### src/rtl/pe_row_4.sv
// pe_row_4 -- one row of four multiply/accumulate processing elements.
//
// Operand pairs (i_r, i_f) enter stage 0 and shift one stage per enabled
// clock through a 4-deep chain. Every stage multiplies its operand pair
// combinationally. The four products are summed along the row, and the
// sum is registered into o_psum. As a result, o_psum holds the sum of
// i_r*i_f over the four pairs captured before the current edge. The sum
// wraps modulo 2^(2*WIDTH).
//
// Ports
//   clk    : single clock, rising-edge active
//   rstn   : synchronous active-low reset; clears all stages and o_psum
//   en     : global enable for the stage chain and the output register
//   i_r    : WIDTH-bit unsigned input-activation operand
//   i_f    : WIDTH-bit unsigned filter (weight) operand
//   o_psum : 2*WIDTH-bit unsigned registered row partial sum
module pe_row_4 #(
    parameter int WIDTH = 8
) (
    input  logic               clk,
    input  logic               rstn,
    input  logic               en,
    input  logic [WIDTH-1:0]   i_r,
    input  logic [WIDTH-1:0]   i_f,
    output logic [2*WIDTH-1:0] o_psum
);

    localparam int PW = 2 * WIDTH;

    logic [WIDTH-1:0] r_p [4];
    logic [WIDTH-1:0] f_p [4];
    logic [PW-1:0]    prod [4];
    logic [PW-1:0]    psum [4];

    // Stage registers -> per-PE products -> chained partial sum
    always_comb begin
        for (int k = 0; k < 4; k++) begin
            prod[k] = {{WIDTH{1'b0}}, r_p[k]} * {{WIDTH{1'b0}}, f_p[k]};
        end
        psum[0] = prod[0];
        for (int k = 1; k < 4; k++) begin
            psum[k] = psum[k-1] + prod[k];
        end
    end

    // Shift chain and output register share one enable, so holding en low
    // freezes the whole row without losing or duplicating any stage.
    always_ff @(posedge clk) begin
        if (!rstn) begin
            for (int k = 0; k < 4; k++) begin
                r_p[k] <= '0;
                f_p[k] <= '0;
            end
            o_psum <= '0;
        end else if (en) begin
            r_p[0] <= i_r;
            f_p[0] <= i_f;
            for (int k = 1; k < 4; k++) begin
                r_p[k] <= r_p[k-1];
                f_p[k] <= f_p[k-1];
            end
            o_psum <= psum[3];
        end
    end

endmodule

### config.mk
export PLATFORM = sky130hd
export DESIGN_NAME = pe_row_4
export DESIGN_NICKNAME = d
export VERILOG_FILES = /design/src/rtl/pe_row_4.sv
export SDC_FILE = /design/constraint.sdc
export NUM_CORES = 1
export LEC_CHECK = 0
export BUFFER_PORTS_ARGS = -buffer_cell sky130_fd_sc_hd__buf_2
export CORE_ASPECT_RATIO = 1.2
export CORE_UTILIZATION = 55
export DETAILED_ROUTE_END_ITERATION = 8
export PLACE_DENSITY = 0.69
export SKIP_LAST_GASP = 1
export SLEW_MARGIN = 20
export SYNTH_ARGS = -nofsm -noshare
export SYNTH_HDL_FRONTEND = slang
export SYNTH_SLANG_ARGS = --single-unit
export TNS_END_PERCENT = 10
### constraint.sdc
create_clock -name clk -period 8.1 [get_ports clk]
set_clock_uncertainty 0.2 [all_clocks]
set_input_delay 2.025 -clock clk [delete_from_list [all_inputs] [get_ports clk]]
set_output_delay 2.025 -clock clk [all_outputs]
set_load 0.01 [all_outputs]
==> results.tsv, run 1 <==
metric	value	unit
outcome	finished clean	
final setup violating endpoints	0	
fin crit share	0.872	
Seq cells post-synth	80	
share of flip-flops with an asynchronous set or reset	0	
drt initial violations	456	
post-DP HPWL	21000	microns
simple-gate share of the synthesized area	0.171	
die area	21800	sq um
Detailed Route WL	26800	microns
first-pass GRT wire length	44600	microns
nets	1517	
most frequent CP cell	fa_1	
PwrDens	222	nW/um^2
top-area cell type share of the netlist area	0.373	
input/output buffers	34	
gr usage total	0.273	
CTS root buffer	clkbuf_16	
Final Max Tran Viols	0	
Tmin final	7.07	ns
Fin. Hold Viols	0	
Switching Fraction	0.444	
CP Launch Type	flip-flop	
CP peak stage delay	0.62	ns
Psw	0.00122	W
Hold WC Path Type	flip-flop to flip-flop	
Mapped Avg Cell Area	10.3	sq um
mux share of post-synthesis cell area	0.00600	
sequential area share after synthesis	0.192	
commonest non-fill, non-tap cell in the layout	inv_1	
crit path max fanout	8	
RSZ-0062 raised after global routing	no	
Hold-fix buffers, CTS	0	
cell accounting for the most synthesized area	fa_1	
delay-heaviest family, CP	adder cells	
initial antenna violation count	0	
Fmax	142	MHz
Initial Util	0.559	
Worst Path Arrival	7.11	ns
Int Power	0.00153	W
CTS tree	yes	
synth warn	0	
Mapped Nets	1489	
Post-Syn Area	11700	sq um
die height	162	microns
Lkg Pwr	6.46	nW
CP required	8.15	ns
Synth Area in XOR/XNOR	0.0105	
gr ovfl total	0	
Final Hold Slack	0.276	ns
Num CTS Buffers	9	
Clk Latency, worst-skew pair	0.35	ns
fraction of layout cells with a size suffix above 1	0.0497	
Area Growth Syn to Fin	6.48	%
largest net degree at the start of global routing	86	
Worst-Margin Slew	0.872	ns
worst setup margin	1.03	ns
Cell Chain, Critical Path	and2_1, fa_1, fa_1, inv_1, fa_1, fa_1, fa_1, fa_1, fa_1, fa_1, inv_1, ha_1, nor2b_4, o31a_1, o41ai_2, a21oi_1, or3_1, a32o_1	
Post-synth EDFFs	64	
Antenna Violating Nets Remaining	0	
CTS resizes	0	
Routed WL per cell	18.6	microns
cell count after synthesis	1135	
commonest cells after routing, fill and taps aside	282 x inv_1, 218 x fa_1, 166 x and2_1	
WP buf/inv	2	
Core Box Area	20900	sq um
# IOs	35	
Gate power share	0.632	
slew margin rel.	0.418	
post-synthesis compound-gate area fraction	0.0245	
largest family of logic cells by synthesized area	adder cells	
Power, Total	0.00276	W
critical path's slowest cell	fa_1	
number of distinct library cells after synthesis	41	
via count	7765	
drt via density	5.40	
maxcap violations	0	
Fillers	1839	
Clk pwr share	0.160	
Post-CTS Setup Inserts	0	
Max VDD drop	0.255	mV
GPL Wtd Cong	0.847	
die span in x	135	microns
H-Tree Depth	3	
n_diodes	0	
Setup TNS	0	ns
Pre-Repair DR Iteration Count	5	
sequential share of power	0.209	
clk buf depth	2	
Post-synth top flop	edfxtp_1	
Rows	58	
top post-synthesis cells by area	fa_1 37%, edfxtp_1 16%, ha_1 13%	
Crit. End Element	flip-flop	
DP Worst Slack	1.11	ns
final core occ	0.595	
vias in the first global route	8409	
Crit Path Category	flip-flop to flip-flop	
area share of fa/ha/maj cells after synthesis	0.499	
Reg clk slew, reported paths	0.07	ns
# clock sinks	80	
drc violations	0	
[final cells by class]
type / count / area [sq um] / area share
timing repair buffer: 37 / 193 / 0.0155
sequential: 80 / 2240 / 0.180
clock buffer: 9 / 225 / 0.0181
multi-input combinational: 752 / 8310 / 0.668
inverter: 283 / 1060 / 0.0854
clock inverter: 7 / 76.3 / 0.00613
tap: 270 / 338 / 0.0271
[power by group through the flow]
stage	Sequential, W	Clock, W	Combinational (W)
3_5_place_dp	0.000582	0	0.00175
2_1_floorplan	0.000549	0	0.00132
5_1_grt	0.000581	0.000460	0.00197
3_3_place_gp	0.000581	0	0.00173
6_report	0.000575	0.000441	0.00174
4_1_cts	0.000573	0.000451	0.00177
[cell families after synthesis]
family                   count (synthesis)
XOR/XNOR                                14
buffers and inverters                  303
AND/OR/NAND/NOR                        356
adder cells (fa/ha/maj)                335
AO/OA/AOI/OAI                           40
multiplexers                             7
flip-flops                              80
[worst paths after layout]
path | startpoint | end | slack, ns | cells after the start
max | f_p[3][0] | o_psum[15] | 1.03 | 18
min | o_psum[4] | o_psum[4] | 0.28 | 1
min reg2reg | o_psum[4] | o_psum[4] | 0.28 | 1
max reg2reg | f_p[3][0] | o_psum[15] | 1.03 | 18
[worst register-to-register path: cells and delay by family (launching register included)]
family          cells  cell delay (ns)
compound gates      4             0.99
fa+ha+maj           9             4.46
buf+inv             2             0.10
flops               1             0.52
simple gates        3             0.70
[per-layer routing]
metal	track usage	vias up	routed length, microns
li1	-	3503	-
met1	0.367	4032	11400
met2	0.459	182	13600
met3	0.0371	48	1110
met4	0.0853	0	676
met5	0	-	0
[sequential cells by signal (all words and copies together) (netlist names)]
register,cells
f_p,32
o_psum,16
r_p,32
[Yosys cell counts, drive strengths merged (12+ instances only)]
cell / number
xnor2: 12
and2: 166
dfxtp: 16
ha: 117
edfxtp: 64
fa: 218
inv: 283
nand2: 96
clkbuf: 20
and3: 65
[per-stage QoR]
| step | cells | cell area (sq um) |
|---|---|---|
| floorplan | 1135 | 11700 |
| global placement | 1422 | 12100 |
| detailed placement | 1422 | 12100 |
| CTS | 1438 | 12400 |
| global route | 1438 | 12400 |
| finish | 1438 | 12400 |
(Power assumes the default switching activity.)
==> run 2, diff against run 1 <==
--- a/config.mk
+++ b/config.mk
@@ -7,6 +7,7 @@
 export LEC_CHECK = 0
 export BUFFER_PORTS_ARGS = -buffer_cell sky130_fd_sc_hd__buf_2
 export CORE_ASPECT_RATIO = 1.2
+export CORE_MARGIN = 2
 export CORE_UTILIZATION = 55
 export DETAILED_ROUTE_END_ITERATION = 8
 export PLACE_DENSITY = 0.69
==> run 2 against run 1 <==
- critical endpoint unchanged
- final area grew 0.21%
- via count shrank 0.28%
- critical path type unchanged
- sequential cell count is the same
- total power grew 0.85%
- worst hold slack gained 0.0044 ns
- worst setup slack gained 0.063 ns
- utilization grew 0.13 points
==> results.tsv, run 2 (synthesized netlist as in run 1, its figures left out) <==
metric	value	unit
Tmin final	7.00	ns
Area after DPL	12200	sq um
CTS root buffer	clkbuf_16	
outcome	finished clean	
R2R cell count	18	
Initial Util	0.559	
Crit path depth	18	
critical path's slowest cell	fa_1	
Antenna Violating Nets Remaining	0	
Clk Latency, worst-skew pair	0.35	ns
FF-to-FF setup slack	1.10	ns
Max VDD drop	0.249	mV
CP required	8.14	ns
nets	1518	
die area	22400	sq um
worst setup margin	1.10	ns
origin of the worst min-delay path	o_psum[9]	
Setup TNS	0	ns
WP buf/inv	2	
CTS tree	yes	
DP Worst Slack	1.12	ns
H-Tree Depth	3	
Fin. Hold Viols	0	
largest net degree at the start of global routing	86	
die span in x	137	microns
maxcap violations	0	
Final Max Tran Viols	0	
Hold-fix buffers, CTS	0	
final instance area	12500	sq um
most frequent CP cell	fa_1	
via count	7743	
slew margin rel.	0.362	
die height	164	microns
drc violations	0	
initial antenna violation count	1	
input/output buffers	34	
Final Hold Slack	0.280	ns
Detailed Route WL	26600	microns
Worst-Margin Slew	0.957	ns
hold path cells	2	
clk buf depth	2	
Core Box Area	20900	sq um
CP Launch Type	flip-flop	
Rows	58	
commonest non-fill, non-tap cell in the layout	inv_1	
gr usage total	0.266	
final core occ	0.597	
Cell Chain, Critical Path	and2_1, fa_1, fa_1, inv_1, fa_1, fa_1, fa_1, fa_1, fa_1, fa_1, inv_1, ha_1, nor2b_4, o31a_1, o41ai_2, a21oi_1, or3_1, a32o_1	
n_diodes	0	
fraction of layout cells with a size suffix above 1	0.0505	
Post-CTS Setup Inserts	0	
CTS resizes	0	
final setup violating endpoints	0	
# IOs	35	
drt via density	5.38	
Pre-Repair DR Iteration Count	7	
Fmax	143	MHz
Top Registers	f_p: 32 flops, r_p: 32 flops, o_psum: 16 flops	
reg2reg start	f_p[3][0]	
Hold EP	o_psum[9]	
first-pass GRT wire length	44600	microns
Num CTS Buffers	9	
Routed WL per cell	18.5	microns
CP peak stage delay	0.60	ns
crit path max fanout	8	
PwrDens	223	nW/um^2
RSZ-0062 raised after global routing	no	
gr ovfl total	0	
Reg clk slew, reported paths	0.07	ns
fin crit share	0.864	
Crit Path Category	flip-flop to flip-flop	
Area Growth Syn to Fin	6.70	%
Hold WC Path Type	flip-flop to flip-flop	
commonest cells after routing, fill and taps aside	282 x inv_1, 218 x fa_1, 166 x and2_1	
post-DP HPWL	20700	microns
delay-heaviest family, CP	adder cells	
Lkg Pwr	6.47	nW
vias in the first global route	8471	
drt initial violations	439	
# clock sinks	80	
GPL Wtd Cong	0.864	
reg2reg end	o_psum[15]	
Worst Path Arrival	7.05	ns
Crit. End Element	flip-flop	
## run 2: cell types whose count changed in the layout (fill, tap and decap cells not counted)
cell and delta:
clkbuf_16 +1, buf_4 +1, clkinvlp_4 +1, clkinv_4 -1, clkinv_2 -1
## run 2: where the power goes
part | switching, W | internal, W | leakage [nW] | total, W
clock network | 0.000198 | 0.000262 | 0.156 | 0.000460
logic | 0.000947 | 0.000800 | 5.48 | 0.00175
registers | 0.0000792 | 0.000495 | 0.836 | 0.000574
## run 2: stage by stage
stage          power, W  std cells
4_1_cts         0.00281       1439
3_3_place_gp    0.00231       1423
3_5_place_dp    0.00232       1423
2_1_floorplan   0.00187       1135
5_1_grt         0.00305       1439
6_report        0.00278       1439
## run 2: per-layer routing
metal | part of all wire | GRT usage | vias up
met4 | 0.032 | 0.0886 | 0
met1 | 0.41 | 0.350 | 3978
li1 | - | - | 3505
met2 | 0.51 | 0.449 | 198
met5 | 0 | 0 | -
met3 | 0.050 | 0.0419 | 62
## run 2: layout make-up
cell class | count | area, sq um
flip-flops and latches | 80 | 2240
clock buffers | 10 | 250
multi-input cells | 752 | 8310
repair buffers | 38 | 200
inverters | 283 | 1060
clock inverters | 6 | 70.1
well taps | 270 | 338
fillers | 1781 | 8430
## run 2: worst max-delay path by stage
stage	end	slack, ns	from
floorplan	o_psum[15]	1.56	f_p[3][0]
global placement	o_psum[15]	1.13	f_p[3][0]
detailed placement	o_psum[13]	1.12	r_p[0][21]
CTS	o_psum[13]	1.08	f_p[3][0]
global route	o_psum[15]	0.81	f_p[3][0]
finish	o_psum[15]	1.10	f_p[3][0]
## run 2: tightest hold or removal path, stage by stage, from the launching register on
cell and delay [ns]:
dfxtp_1 0.31, nand2b_1 0.06, a21boi_0 0.06
==> run 3, diff against run 2 <==
--- a/config.mk
+++ b/config.mk
@@ -11,6 +11,7 @@
 export CORE_UTILIZATION = 55
 export DETAILED_ROUTE_END_ITERATION = 8
 export PLACE_DENSITY = 0.69
+export REMOVE_ABC_BUFFERS = 1
 export SKIP_LAST_GASP = 1
 export SLEW_MARGIN = 20
 export SYNTH_ARGS = -nofsm -noshare
==> run 3 against run 2 <==
- combinational power barely moved
- first-iteration DRC count fell by 3.6%
- routed wire length fell by 0.82%
- largest power group unchanged
==> results.tsv, run 3 (synthesized netlist as in run 1, its figures left out) <==
metric	value	unit
Hold-fix buffers, CTS	0	
PwrDens	220	nW/um^2
Crit Path Category	flip-flop to flip-flop	
gr ovfl total	0	
R2R cell count	19	
critical path's slowest cell	edfxtp_1	
Fillers	1805	
commonest non-fill, non-tap cell in the layout	inv_1	
most frequent CP cell	fa_1	
CP required	8.15	ns
CTS root buffer	clkbuf_16	
Pre-Repair DR Iteration Count	5	
Crit. End Element	flip-flop	
n_diodes	0	
first-pass GRT wire length	44000	microns
Max VDD drop	0.239	mV
Post-CTS Setup Inserts	0	
Seq. cell area	2240	sq um
fraction of layout cells with a size suffix above 1	0.0497	
Fin. Hold Viols	0	
Rows	58	
Clk Latency, worst-skew pair	0.36	ns
# IOs	35	
die span in x	137	microns
met1 GRT Util	0.355	
via count	7651	
crit path max fanout	9	
clk buf depth	2	
CP Launch Type	flip-flop	
nets	1517	
Most Used Layer, Global Route	met2	
Detailed Route WL	26400	microns
origin of the worst min-delay path	o_psum[12]	
reg2reg end	o_psum[13]	
Worst-Margin Slew	0.967	ns
met2 usage	0.429	
Fmax	144	MHz
initial antenna violation count	0	
Tmin final	6.95	ns
post-DP HPWL	20900	microns
FF-to-FF setup slack	1.15	ns
slew margin rel.	0.355	
Initial Util	0.559	
Multi-input gate area	8310	sq um
Hold EP	o_psum[12]	
die height	164	microns
CP peak stage delay	0.67	ns
largest net degree at the start of global routing	86	
reg2reg start	r_p[0][1]	
fin crit share	0.858	
drt via density	5.32	
Reg clk slew, reported paths	0.06	ns
Antenna Violating Nets Remaining	0	
Core Box Area	20900	sq um
die area	22400	sq um
final setup violating endpoints	0	
Hold WC Path Type	flip-flop to flip-flop	
Cell Chain, Critical Path	nand2_1, fa_1, inv_1, fa_1, inv_1, fa_1, fa_1, fa_1, fa_1, fa_1, fa_1, inv_1, ha_1, nor2b_4, o31a_1, o41ai_2, a21boi_1, or3_1, a32o_1	
outcome	finished clean	
Power, Total	0.00274	W
Lkg Pwr	6.47	nW
hold path cells	2	
# clock sinks	80	
Final Max Tran Viols	0	
CTS tree	yes	
Setup TNS	0	ns
gr usage total	0.264	
commonest cells after routing, fill and taps aside	282 x inv_1, 218 x fa_1, 166 x and2_1	
Area Growth Syn to Fin	6.64	%
maxcap violations	0	
drc violations	0	
Worst Path Arrival	7.00	ns
drt initial violations	423	
CTS resizes	0	
Num CTS Buffers	9	
input/output buffers	34	
RSZ-0062 raised after global routing	no	
Routed WL per cell	18.3	microns
GPL Wtd Cong	0.855	
H-Tree Depth	3	
Top Registers	f_p: 32 flops, r_p: 32 flops, o_psum: 16 flops	
GRT met3 Usage	0.0428	
vias in the first global route	8288	
[run 3: cell count changes in the layout (fill, tap and decap cells not counted), sizes merged]
cell,previous run,this run
clkinv,0,3
inv,287,284
clkbuf,10,12
buf,38,37
bufinv,1,0
clkinvlp,1,0
[run 3: through the flow]
stage	hold slack [ns]	utilization	worst slack (ns)	std cells	cell area (sq um)
2_1_floorplan	0.295	-	1.56	1115	11600
3_3_place_gp	0.247	0.581	1.18	1422	12100
3_5_place_dp	0.259	0.581	1.16	1422	12100
4_1_cts	0.275	0.596	1.14	1438	12500
5_1_grt	0.288	0.596	0.893	1438	12500
6_report	0.272	0.596	1.15	1438	12500
[run 3: critical path: cells and delay by family, from the launching register on]
family	cells	cell delay, ns
flops	1	0.67
simple gates	3	0.60
compound gates	4	0.97
fa+ha+maj	9	4.20
buf+inv	3	0.19
[run 3: worst max-delay path by stage]
stage / cells past startpoint / endpoint / startpoint
detailed placement: 18 / o_psum[15] / f_p[3][0]
CTS: 19 / o_psum[15] / f_p[0][2]
global placement: 18 / o_psum[15] / f_p[3][0]
finish: 19 / o_psum[13] / r_p[0][1]
global route: 18 / o_psum[15] / f_p[2][2]
floorplan: 18 / o_psum[15] / f_p[3][0]
[run 3: final cells by class]
class,instances,area share
clock buffers,12,0.0232
clock inverters,4,0.00251
inverters,283,0.0852
multi-input cells,752,0.667
flip-flops and latches,80,0.180
well taps,270,0.0271
repair buffers,37,0.0155
[run 3: metal layers]
| metal | up-vias | share of wire |
|---|---|---|
| li1 | 3504 | - |
| met1 | 3895 | 0.41 |
| met2 | 204 | 0.50 |
| met3 | 48 | 0.052 |
| met4 | 0 | 0.034 |
| met5 | - | 0 |
[run 3: power by group]
| part | switching [W] | total (W) | internal [W] |
|---|---|---|---|
| sequential | 0.0000758 | 0.000571 | 0.000495 |
| clock | 0.000189 | 0.000445 | 0.000256 |
| combinational | 0.000933 | 0.00172 | 0.000788 |
